### config.mk
export PLATFORM = sky130hd
export DESIGN_NAME = fmul32_seq
export DESIGN_NICKNAME = d
export VERILOG_FILES = /design/src/rtl/fmul_pkg.sv /design/src/rtl/fp32_round.sv /design/src/rtl/fmul32_seq.sv
export SDC_FILE = /design/constraint.sdc
export NUM_CORES = 1
export LEC_CHECK = 0
export CAP_MARGIN = 20
export CORE_ASPECT_RATIO = 0.5
export CORE_MARGIN = 1.5
export CORE_UTILIZATION = 40
export CTS_CLUSTER_DIAMETER = 120
export DETAILED_ROUTE_END_ITERATION = 10
export GPL_TIMING_DRIVEN = 0
export PLACE_DENSITY = 0.59
export SLEW_MARGIN = 40
export SYNTH_ARGS = -nofsm -noshare
export SYNTH_HDL_FRONTEND = slang
export SYNTH_HIERARCHICAL = 1
export SYNTH_SLANG_ARGS = --single-unit
### constraint.sdc
create_clock -name clk -period 7.4 [get_ports clk]
set_input_delay 1.48 -clock clk [delete_from_list [all_inputs] [get_ports clk]]
set_output_delay 1.48 -clock clk [all_outputs]
set_load 0.01 [all_outputs]
### src/rtl/fmul_pkg.sv
// Shared definitions for the sequential binary32 multiplier.
// Holds the operation and rounding-mode encodings, the controller state
// encoding and the fixed format constants used by fmul32_seq and fp32_round.
package fmul_pkg;

    typedef enum logic [1:0] {
        OPC_MUL  = 2'b00,   // A*B
        OPC_NMUL = 2'b01,   // -(A*B)
        OPC_ABS  = 2'b10,   // |A*B|
        OPC_SQR  = 2'b11    // A*A
    } opc_e;

    typedef enum logic [1:0] {
        RM_RNE = 2'b00,     // round to nearest, ties to even
        RM_RTZ = 2'b01,     // toward zero
        RM_RUP = 2'b10,     // toward +inf
        RM_RDN = 2'b11      // toward -inf
    } rmode_e;

    typedef enum logic [2:0] {
        S_IDLE     = 3'd0,
        S_UNPACK   = 3'd1,
        S_MUL      = 3'd2,
        S_NORM_RND = 3'd3,
        S_DONE     = 3'd4
    } state_e;

    localparam logic [31:0] QNAN       = 32'h7FC0_0000;
    localparam int          BIAS       = 127;
    localparam int          MUL_CYCLES = 24;

endpackage

### src/rtl/fp32_round.sv
// Combinational rounding and packing stage for binary32.
// Ports:
//   sign    - sign of the final result (opc already applied)
//   exp_in  - signed 10-bit biased exponent of the normalised mantissa
//   mant    - 24-bit normalised significand (hidden bit at [23])
//   guard, rnd, sticky - bits below the significand
//   r_mode  - rounding mode (rmode_e encoding)
//   result  - packed binary32 result; flushes to signed zero below the
//             normal range, saturates to inf or max finite on overflow
module fp32_round
    import fmul_pkg::*;
(
    input  logic              sign,
    input  logic signed [9:0] exp_in,
    input  logic [23:0]       mant,
    input  logic              guard,
    input  logic              rnd,
    input  logic              sticky,
    input  logic [1:0]        r_mode,
    output logic [31:0]       result
);

    logic              inexact;
    logic              inc;
    logic              away;
    logic [24:0]       mant_sum;
    logic [22:0]       frac_fin;
    logic signed [9:0] exp_fin;

    always_comb begin
        inexact = guard | rnd | sticky;
        inc     = 1'b0;
        away    = 1'b0;
        case (rmode_e'(r_mode))
            RM_RNE: begin
                inc  = guard & (rnd | sticky | mant[0]);
                away = 1'b1;
            end
            RM_RTZ: begin
                inc  = 1'b0;
                away = 1'b0;
            end
            RM_RUP: begin
                inc  = ~sign & inexact;
                away = ~sign;
            end
            RM_RDN: begin
                inc  = sign & inexact;
                away = sign;
            end
            default: begin
                inc  = 1'b0;
                away = 1'b0;
            end
        endcase

        // A carry out of the significand means it rounded up to 2.0:
        // the fraction becomes zero and the exponent steps up by one.
        mant_sum = {1'b0, mant} + {24'd0, inc};
        if (mant_sum[24]) begin
            frac_fin = mant_sum[23:1];
            exp_fin  = exp_in + 10'sd1;
        end else begin
            frac_fin = mant_sum[22:0];
            exp_fin  = exp_in;
        end

        if (exp_fin < 10'sd1) begin
            result = {sign, 31'd0};
        end else if (exp_fin > 10'sd254) begin
            result = away ? {sign, 8'hFF, 23'd0} : {sign, 8'hFE, 23'h7F_FFFF};
        end else begin
            result = {sign, exp_fin[7:0], frac_fin};
        end
    end

endmodule

### src/rtl/fmul32_seq.sv
// Sequential IEEE-754 binary32 multiplier (shift-add, one bit per cycle).
// Ports:
//   clk, rst_n      - clock, asynchronous active-low reset
//   start           - request, sampled only in IDLE
//   op1, op2        - binary32 operands
//   opc             - 00 A*B, 01 -(A*B), 10 |A*B|, 11 A*A
//   r_mode          - 00 RNE, 01 RTZ, 10 +inf, 11 -inf
//   busy            - high in every state except IDLE
//   result          - binary32 result, held until overwritten
//   val             - one-cycle pulse in the DONE cycle
// Handshake: a start seen high on a rising edge while IDLE captures all
// operands on that edge; start at any other time is dropped, not queued.
// val is high for exactly one cycle, and result is valid in that cycle.
module fmul32_seq
    import fmul_pkg::*;
(
    input  logic        clk,
    input  logic        rst_n,
    input  logic        start,
    input  logic [31:0] op1,
    input  logic [31:0] op2,
    input  logic [1:0]  opc,
    input  logic [1:0]  r_mode,
    output logic        busy,
    output logic [31:0] result,
    output logic        val
);

    state_e            state, state_nxt;
    logic [31:0]       a_q, b_q;
    opc_e              opc_q;
    logic [1:0]        rm_q;
    logic              sign_q;
    logic signed [9:0] exp_q;
    logic [47:0]       mcand_q;
    logic [23:0]       mplier_q;
    logic [47:0]       prod_q;
    logic [4:0]        cnt_q;
    logic [31:0]       result_q;

    // Operand classification, evaluated in UNPACK from the captured operands.
    logic [7:0]        ea, eb;
    logic              a_nan, b_nan, a_inf, b_inf, a_zero, b_zero;
    logic              special;
    logic              sgn;
    logic [31:0]       special_res;
    logic signed [9:0] exp_sum;

    always_comb begin
        ea      = a_q[30:23];
        eb      = b_q[30:23];
        a_nan   = (ea == 8'hFF) && (a_q[22:0] != 23'd0);
        b_nan   = (eb == 8'hFF) && (b_q[22:0] != 23'd0);
        a_inf   = (ea == 8'hFF) && (a_q[22:0] == 23'd0);
        b_inf   = (eb == 8'hFF) && (b_q[22:0] == 23'd0);
        // Subnormals have a zero exponent field and are treated as zero.
        a_zero  = (ea == 8'h00);
        b_zero  = (eb == 8'h00);
        special = a_nan | b_nan | a_inf | b_inf | a_zero | b_zero;

        case (opc_q)
            OPC_MUL:  sgn = a_q[31] ^ b_q[31];
            OPC_NMUL: sgn = ~(a_q[31] ^ b_q[31]);
            default:  sgn = 1'b0;
        endcase

        if (a_nan || b_nan || ((a_inf || b_inf) && (a_zero || b_zero)))
            special_res = QNAN;
        else if (a_inf || b_inf)
            special_res = {sgn, 8'hFF, 23'd0};
        else
            special_res = {sgn, 31'd0};

        exp_sum = $signed({2'b00, ea}) + $signed({2'b00, eb}) - $signed(10'(BIAS));
    end

    // Normalisation: the significand product lies in [1,4); bit 47 set
    // means [2,4), so take one more bit off the top and bump the exponent.
    logic signed [9:0] norm_exp;
    logic [23:0]       norm_mant;
    logic              norm_g, norm_r, norm_s;
    logic [31:0]       rnd_result;

    always_comb begin
        if (prod_q[47]) begin
            norm_mant = prod_q[47:24];
            norm_g    = prod_q[23];
            norm_r    = prod_q[22];
            norm_s    = |prod_q[21:0];
            norm_exp  = exp_q + 10'sd1;
        end else begin
            norm_mant = prod_q[46:23];
            norm_g    = prod_q[22];
            norm_r    = prod_q[21];
            norm_s    = |prod_q[20:0];
            norm_exp  = exp_q;
        end
    end

    fp32_round u_round (
        .sign   (sign_q),
        .exp_in (norm_exp),
        .mant   (norm_mant),
        .guard  (norm_g),
        .rnd    (norm_r),
        .sticky (norm_s),
        .r_mode (rm_q),
        .result (rnd_result)
    );

    // Controller state register.
    always_ff @(posedge clk or negedge rst_n) begin
        if (!rst_n) state <= S_IDLE;
        else        state <= state_nxt;
    end

    // Controller next-state and status outputs.
    always_comb begin
        state_nxt = state;
        busy      = 1'b1;
        val       = 1'b0;
        case (state)
            S_IDLE: begin
                busy = 1'b0;
                if (start) state_nxt = S_UNPACK;
            end
            S_UNPACK:   state_nxt = special ? S_DONE : S_MUL;
            S_MUL:      if (cnt_q == 5'(MUL_CYCLES - 1)) state_nxt = S_NORM_RND;
            S_NORM_RND: state_nxt = S_DONE;
            S_DONE: begin
                val       = 1'b1;
                state_nxt = S_IDLE;
            end
            default:    state_nxt = S_IDLE;
        endcase
    end

    // Datapath registers.
    always_ff @(posedge clk or negedge rst_n) begin
        if (!rst_n) begin
            a_q      <= 32'd0;
            b_q      <= 32'd0;
            opc_q    <= OPC_MUL;
            rm_q     <= 2'd0;
            sign_q   <= 1'b0;
            exp_q    <= 10'sd0;
            mcand_q  <= 48'd0;
            mplier_q <= 24'd0;
            prod_q   <= 48'd0;
            cnt_q    <= 5'd0;
            result_q <= 32'd0;
        end else begin
            case (state)
                S_IDLE: begin
                    if (start) begin
                        a_q   <= op1;
                        // Squaring reuses the product path with B taken from A.
                        b_q   <= (opc == OPC_SQR) ? op1 : op2;
                        opc_q <= opc_e'(opc);
                        rm_q  <= r_mode;
                    end
                end
                S_UNPACK: begin
                    sign_q   <= sgn;
                    exp_q    <= exp_sum;
                    mcand_q  <= {24'd0, 1'b1, a_q[22:0]};
                    mplier_q <= {1'b1, b_q[22:0]};
                    prod_q   <= 48'd0;
                    cnt_q    <= 5'd0;
                    if (special) result_q <= special_res;
                end
                S_MUL: begin
                    if (mplier_q[0]) prod_q <= prod_q + mcand_q;
                    mcand_q  <= {mcand_q[46:0], 1'b0};
                    mplier_q <= {1'b0, mplier_q[23:1]};
                    cnt_q    <= cnt_q + 5'd1;
                end
                S_NORM_RND: result_q <= rnd_result;
                default: ;
            endcase
        end
    end

    assign result = result_q;

endmodule

==> summary.txt, run 1 <==
Yosys
  – Post-synth EDFFs: 0
  – Synth cell types: 88
  – Sequential fraction of the synthesis area: 40.2%
  – Syn nets: 1731
  – Synth area leader: dfrtp_1
  – Fraction of synthesized cell area taken by the top area cell type: 40.2%
  – Number of synthesized register bits: 239
  – Main synth FF type: dfrtp_1
  – Synth async-reset ratio: 100%
  – Cell with the most instances after synthesis: nand2_1
  – Syn_area_per_cell: 9.35 µm²
  – Synthesized area: 14900 µm²
  – Yosys warns: 6
  – Synth area leaders: dfrtp_1, nand2_1, ha_1
  – Synth cell count leaders: nand2_1, dfrtp_1, o21ai_0
  – Cells after Synth: 1591

Floorplanning
  – Die Width: 276 µm
  – Area of the core: 36300 µm²
  – Die area: 38400 µm²
  – I/O pin total: 105
  – Initial Utilization: 41.0%
  – Core Rows: 49
  – Die height: 139 µm

Routing
  – Remaining routing DRC violations: 0
  – Post-DRT Antenna Nets: 0
  – DR iter-0 viols: 892
  – Via count: 12352
  – Routed WL: 42100 µm
  – WL/cell: 18.9 µm
  – Drt pass-1 iters: 5
  – Via-to-Cell Ratio: 5.55

GRT
  – Largest net degree at the start of global routing: 66
  – GRT Overall Usage: 22.0%
  – First-pass GRT wire length: 67200 µm
  – Antenna violations before repair: 1
  – Number of global-route vias before repair: 11690
  – GR Overflow Total: 0

Clock tree
  – Hold-fix buffers, CTS: 0
  – Clk_lat worst skew: 0.56 ns
  – TritonCTS clock tree: built
  – CTS resizes: 0
  – CTS sink count: 239
  – Root buf cell: clkbuf_16
  – Clock buffer depth: 3
  – Htree depth: 1
  – Post-CTS Setup Repair Bufs: 0
  – Worst-path clk slew: 0.07 ns
  – CTS Buf Count: 25

Timing
  – Count of final setup violators: 0
  – Final Cycle Share: 60.3%
  – Fin. Hold Viols: 0
  – Worst slew pin tran: 0.811 ns
  – RSZ-0062 raised after global routing: no
  – Clock Skew: 0.0126 ns
  – Max Clock Freq: 224 MHz
  – Period minus WS final: 4.46 ns
  – Slew Limit Fails: 0
  – Max transition margin: 45.9%

Cells and area
  – Layout cells sized above 1: 12.0%
  – Ant diodes: 0
  – Area occupied by multi-input gates: 8320 µm²
  – Fillcell total: 3505
  – FF+latch area: 5980 µm²
  – Final Cell Area: 17400 µm²
  – Nets@finish: 1865
  – Layout Area Growth over Synthesis: 16.9%
  – Final Util: 47.9%
  – Final cell count without fillers: 2224

Critical path
  – R2R depth: 16
  – Setup CP Type: reg2reg
  – CP Launch Type: register
  – Worst Path Max Fanout: 10
  – CP Capture Type: register
  – Critical Path RT: 7.81 ns
  – CP arrival: 4.88 ns

Place
  – Dpl cells: 2182
  – Dpl cell area: 16600 µm²
  – Placer Congestion: 0.882
  – Port-buffer cells: 104
  – Hpwl dp: 32100 µm

Pwr
  – Sw frac: 43.1%
  – P_leak: 0.00754 µW
  – Maximum vdd drop: 200 µV
  – Sw power: 2870 µW
  – Sequential share of power: 33.9%
  – Pint: 3790 µW
  – Power density over the cells: 383 nW/µm²
  – Comb pwr share: 47.6%
  – Clock network fraction of total power: 18.6%
  – Overall Power: 6660 µW

Worst hold path
  – Worst hold stages: 2
  – Worst Hold Class: reg2reg

Status
  – Status: complete, no violations

Job
  – Max-Cap Viols: 0
[cell type report]
cell class	count	area share, %
multi-input combinational	1232	47.9
sequential	239	34.4
timing repair buffer	107	6.49
clock buffer	32	3.87
tap	484	3.48
buffer	95	2.78
clock inverter	10	0.554
inverter	25	0.540
[cells in the final DEF (no fill, tap or decap), types with 10 or more instances in the layout]
cell type / synthesis / routed
nand2_1: 265 / 265
a22oi_1: 46 / 46
clkdlybuf4s50_1: 0 / 103
o21ai_0: 115 / 115
mux2i_1: 37 / 37
a21o_1: 18 / 18
buf_2: 10 / 10
xor2_1: 38 / 38
nor4_1: 17 / 17
dfrtp_1: 239 / 239
and3_1: 11 / 11
clkbuf_1: 59 / 64
mux2_2: 60 / 60
o21bai_1: 18 / 17
nor2_1: 85 / 84
clkbuf_16: 0 / 25
xnor2_1: 49 / 49
nor3_1: 15 / 15
ha_1: 67 / 67
inv_1: 25 / 25
a21oi_1: 100 / 100
a22o_1: 27 / 27
buf_6: 11 / 11
nand4_1: 35 / 35
nand3_1: 54 / 54
a211oi_2: 24 / 24
o21ai_1: 17 / 17
[worst max-delay path: stages, from the launching register on]
cell       delay, ns
dfrtp_1         0.47
or4_1           0.55
a2111oi_0       0.42
nand4_1         0.26
nor2_1          0.19
a21oi_1         0.09
ha_1            0.26
ha_1            0.25
nand4_1         0.15
nor4_4          0.06
buf_6           0.15
a31oi_1         0.26
o221ai_4        0.17
a21oi_2         0.60
a211oi_2        0.20
o22ai_1         0.19
a21oi_1         0.06
[state kept, by name, indices dropped and copies added (netlist names), 5 cells and up]
name and count:
result 32, mcand_q 48, mplier_q 24, prod_q 48
b_q 32, cnt_q 5, exp_q 10, a_q 32
[power by group through the flow]
stage / Sequential (µW) / Clock [µW] / Combinational [µW]
2_1_floorplan: 2150 / 0 / 2250
3_3_place_gp: 2270 / 0 / 3110
3_5_place_dp: 2280 / 0 / 3150
4_1_cts: 2260 / 1260 / 3170
5_1_grt: 2330 / 1310 / 3520
6_report: 2260 / 1240 / 3170
[logic make-up after synthesis]
kind of cell / synth area share (%)
AOI/OAI and AO/OA: 19.9
buffers and inverters: 3.88
muxes: 7.13
xor gates and xnor gates: 5.31
and+or+nand+nor: 17.7
adders and majority gates: 5.91
DFF: 40.2
[per-stage QoR]
step | worst slack, ns | hold slack [ns] | setup TNS, ns
final | 2.94 | 0.475 | 0
after detailed placement | 2.96 | 0.466 | 0
after CTS | 2.96 | 0.482 | 0
after global placement | -5.93 | 0.458 | -1406.49
after floorplan | 3.80 | 0.446 | 0
after global routing | 2.69 | 0.489 | 0
[path summary, 6_finish.rpt]
| kind | start | slack, ns | endpoint |
|---|---|---|---|
| setup / recovery | prod_q[2]$_DFFE_PN0P_ | 2.94 | result[22]$_DFFE_PN0P_ |
| hold reg to reg | mplier_q[10]$_DFFE_PN0P_ | 0.48 | mplier_q[10]$_DFFE_PN0P_ |
| max in group asynchronous | rst_n | 5.50 | result[17]$_DFFE_PN0P_ |
| min in group asynchronous | rst_n | 0.83 | prod_q[8]$_DFFE_PN0P_ |
| setup reg to reg | prod_q[2]$_DFFE_PN0P_ | 2.94 | result[22]$_DFFE_PN0P_ |
| hold / removal | mplier_q[10]$_DFFE_PN0P_ | 0.48 | mplier_q[10]$_DFFE_PN0P_ |
[routing by layer]
metal	vias to the layer above	global-route usage (%)	wire length (µm)
met5	-	0	0
met4	0	3.32	529
met3	40	3.05	1800
met2	238	32.8	18300
met1	6057	34.1	21500
li1	6017	-	-
No activity file was read; power rests on OpenSTA's default activity.
==> run 2: changes to the inputs <==
==> constraint.sdc (replaced) <==
create_clock -name clk -period 4.5 [get_ports clk]
set_input_delay 0.9 -clock clk [delete_from_list [all_inputs] [get_ports clk]]
set_output_delay 0.9 -clock clk [all_outputs]
set_load 0.01 [all_outputs]
==> summary.txt, run 2 (synthesis results as in run 1) <==
Timing
  – Count of final setup violators: 0
  – Final worst slack: 0.226 ns
  – Final Cycle Share: 95.0%
  – Hold WS: 0.247 ns
  – Fin. Hold Viols: 0
  – Clock Skew: 0.0128 ns
  – Max Clock Freq: 234 MHz
  – Max transition margin: 45.7%
  – Slew Limit Fails: 0
  – Setup TNS: 0 ns
  – RSZ-0062 raised after global routing: no
  – Period minus WS final: 4.27 ns
  – Worst slew pin tran: 0.815 ns

Place
  – Hpwl dp: 32100 µm
  – Place WS: 0.0594 ns
  – Port-buffer cells: 104
  – Dpl cells: 2182
  – Placer Congestion: 0.882

Routing
  – Routed WL: 42200 µm
  – Remaining routing DRC violations: 0
  – Via count: 12342
  – DR iter-0 viols: 932
  – Via-to-Cell Ratio: 5.55
  – WL/cell: 18.9 µm
  – Post-DRT Antenna Nets: 0
  – Drt pass-1 iters: 5

GRT
  – Number of global-route vias before repair: 11690
  – Antenna violations before repair: 1
  – Largest net degree at the start of global routing: 66
  – GRT Overall Usage: 22.0%
  – First-pass GRT wire length: 67200 µm
  – GR Overflow Total: 0

Critical path
  – CP Launch Type: register
  – RR Startpoint: prod_q[2]$_DFFE_PN0P_
  – Worst Path Max Fanout: 10
  – Register-to-register setup slack: 0.23 ns
  – CP Capture Type: register
  – Worst r2r dst: result[22]$_DFFE_PN0P_
  – Critical Path RT: 4.98 ns
  – CP arrival: 4.75 ns
  – Setup CP Type: reg2reg
  – R2R depth: 18

Floorplanning
  – I/O pin total: 105
  – Die area: 38400 µm²
  – Die Width: 276 µm
  – Initial Utilization: 41.0%
  – Die height: 139 µm
  – Area of the core: 36300 µm²
  – Core Rows: 49

Cells and area
  – Leading cell type in the layout, fill and taps excluded: nand2_1
  – Layout Area Growth over Synthesis: 17.0%
  – Layout cells sized above 1: 12.2%
  – Biggest regs: mcand_q (48), prod_q (48)
  – Most frequent cells in the layout: nand2_1, dfrtp_1, o21ai_0
  – Fillcell total: 3504
  – FF+latch area: 5980 µm²
  – Area occupied by multi-input gates: 8340 µm²
  – Ant diodes: 0
  – Nets@finish: 1866
  – Final cell count without fillers: 2225

Pwr
  – P_leak: 0.00755 µW
  – Overall Power: 11000 µW
  – Clock network fraction of total power: 18.5%
  – Sequential share of power: 33.8%
  – Sw power: 4730 µW
  – Power density over the cells: 631 nW/µm²
  – Comb pwr share: 47.7%
  – Maximum vdd drop: 329 µV
  – Pint: 6250 µW
  – Sw frac: 43.1%

Job
  – Max-Cap Viols: 0

Clock tree
  – TritonCTS clock tree: built
  – Htree depth: 1
  – Root buf cell: clkbuf_16
  – Worst-path clk slew: 0.07 ns
  – CTS sink count: 239
  – Clock buffer depth: 3
  – CTS Buf Count: 25
  – Clk_lat worst skew: 0.56 ns

Worst hold path
  – Worst Hold Class: in2async

Status
  – Status: complete, no violations
==> run 2: changes by cell type in the layout (fill, tap and decap cells not counted) <==
| cell | before | now |
|---|---|---|
| a2111oi_0 | 2 | 1 |
| a2111oi_1 | 0 | 1 |
| a21oi_2 | 9 | 8 |
| a21oi_4 | 0 | 1 |
| a31oi_1 | 6 | 5 |
| a31oi_2 | 3 | 4 |
| buf_4 | 2 | 4 |
| clkbuf_1 | 64 | 63 |
==> run 2: per-stage QoR <==
step,instance area (µm²),utilization [%]
finish,17400,48.0
global route,17400,48.0
CTS,17400,47.9
detailed placement,16600,45.8
global placement,16500,45.5
floorplan,14900,-
==> run 2: critical path, stage by stage (launching register included) <==
cell and delay (ns):
dfrtp_1 0.47, or4_1 0.55, a2111oi_1 0.40, nand4_1 0.27, nor2_1 0.19, a21oi_1 0.09
ha_1 0.27, ha_1 0.25, nand4_1 0.15, nor4_4 0.06, buf_6 0.15, a31oi_2 0.21
o221ai_4 0.17, and3_1 0.22, buf_6 0.13, buf_6 0.15, a211oi_2 0.22, o22ai_1 0.13
a21oi_1 0.12
==> run 2: worst max path at each step <==
stage                           from                     end
2_1_floorplan  prod_q[3]$_DFFE_PN0P_  result[22]$_DFFE_PN0P_
3_3_place_gp                   rst_n   result[8]$_DFFE_PN0P_
3_5_place_dp   prod_q[2]$_DFFE_PN0P_  result[22]$_DFFE_PN0P_
4_1_cts        prod_q[2]$_DFFE_PN0P_  result[22]$_DFFE_PN0P_
5_1_grt        prod_q[2]$_DFFE_PN0P_  result[22]$_DFFE_PN0P_
6_report       prod_q[2]$_DFFE_PN0P_  result[22]$_DFFE_PN0P_
==> run 2: layout make-up <==
type | instances | share of cell area [%]
clock inverters | 10 | 0.553
flip-flops and latches | 239 | 34.4
multi-input cells | 1232 | 47.9
well taps | 484 | 3.48
clock buffers | 32 | 3.86
repair buffers | 109 | 6.57
plain buffers | 94 | 2.75
inverters | 25 | 0.539
==> run 2: what timing repair did <==
action                     CTS  global route
hold buffers                 0             0
gates resized for setup      0             3
setup buffers                0             2
setup endpoints to repair    0            20
==> run 2: layer usage <==
| metal | vias up | GRT usage (%) | routed length (µm) |
|---|---|---|---|
| li1 | 6014 | - | - |
| met1 | 6038 | 34.1 | 21400 |
| met2 | 250 | 32.8 | 18300 |
| met3 | 40 | 3.05 | 1920 |
| met4 | 0 | 3.32 | 528 |
| met5 | - | 0 | 0 |
==> run 2: power groups by stage <==
stage	combinational, µW	clock, µW	sequential (µW)
CTS	5210	2080	3710
floorplan	3700	0	3540
global route	5820	2150	3830
finish	5240	2030	3710
global placement	5120	0	3740
detailed placement	5180	0	3750
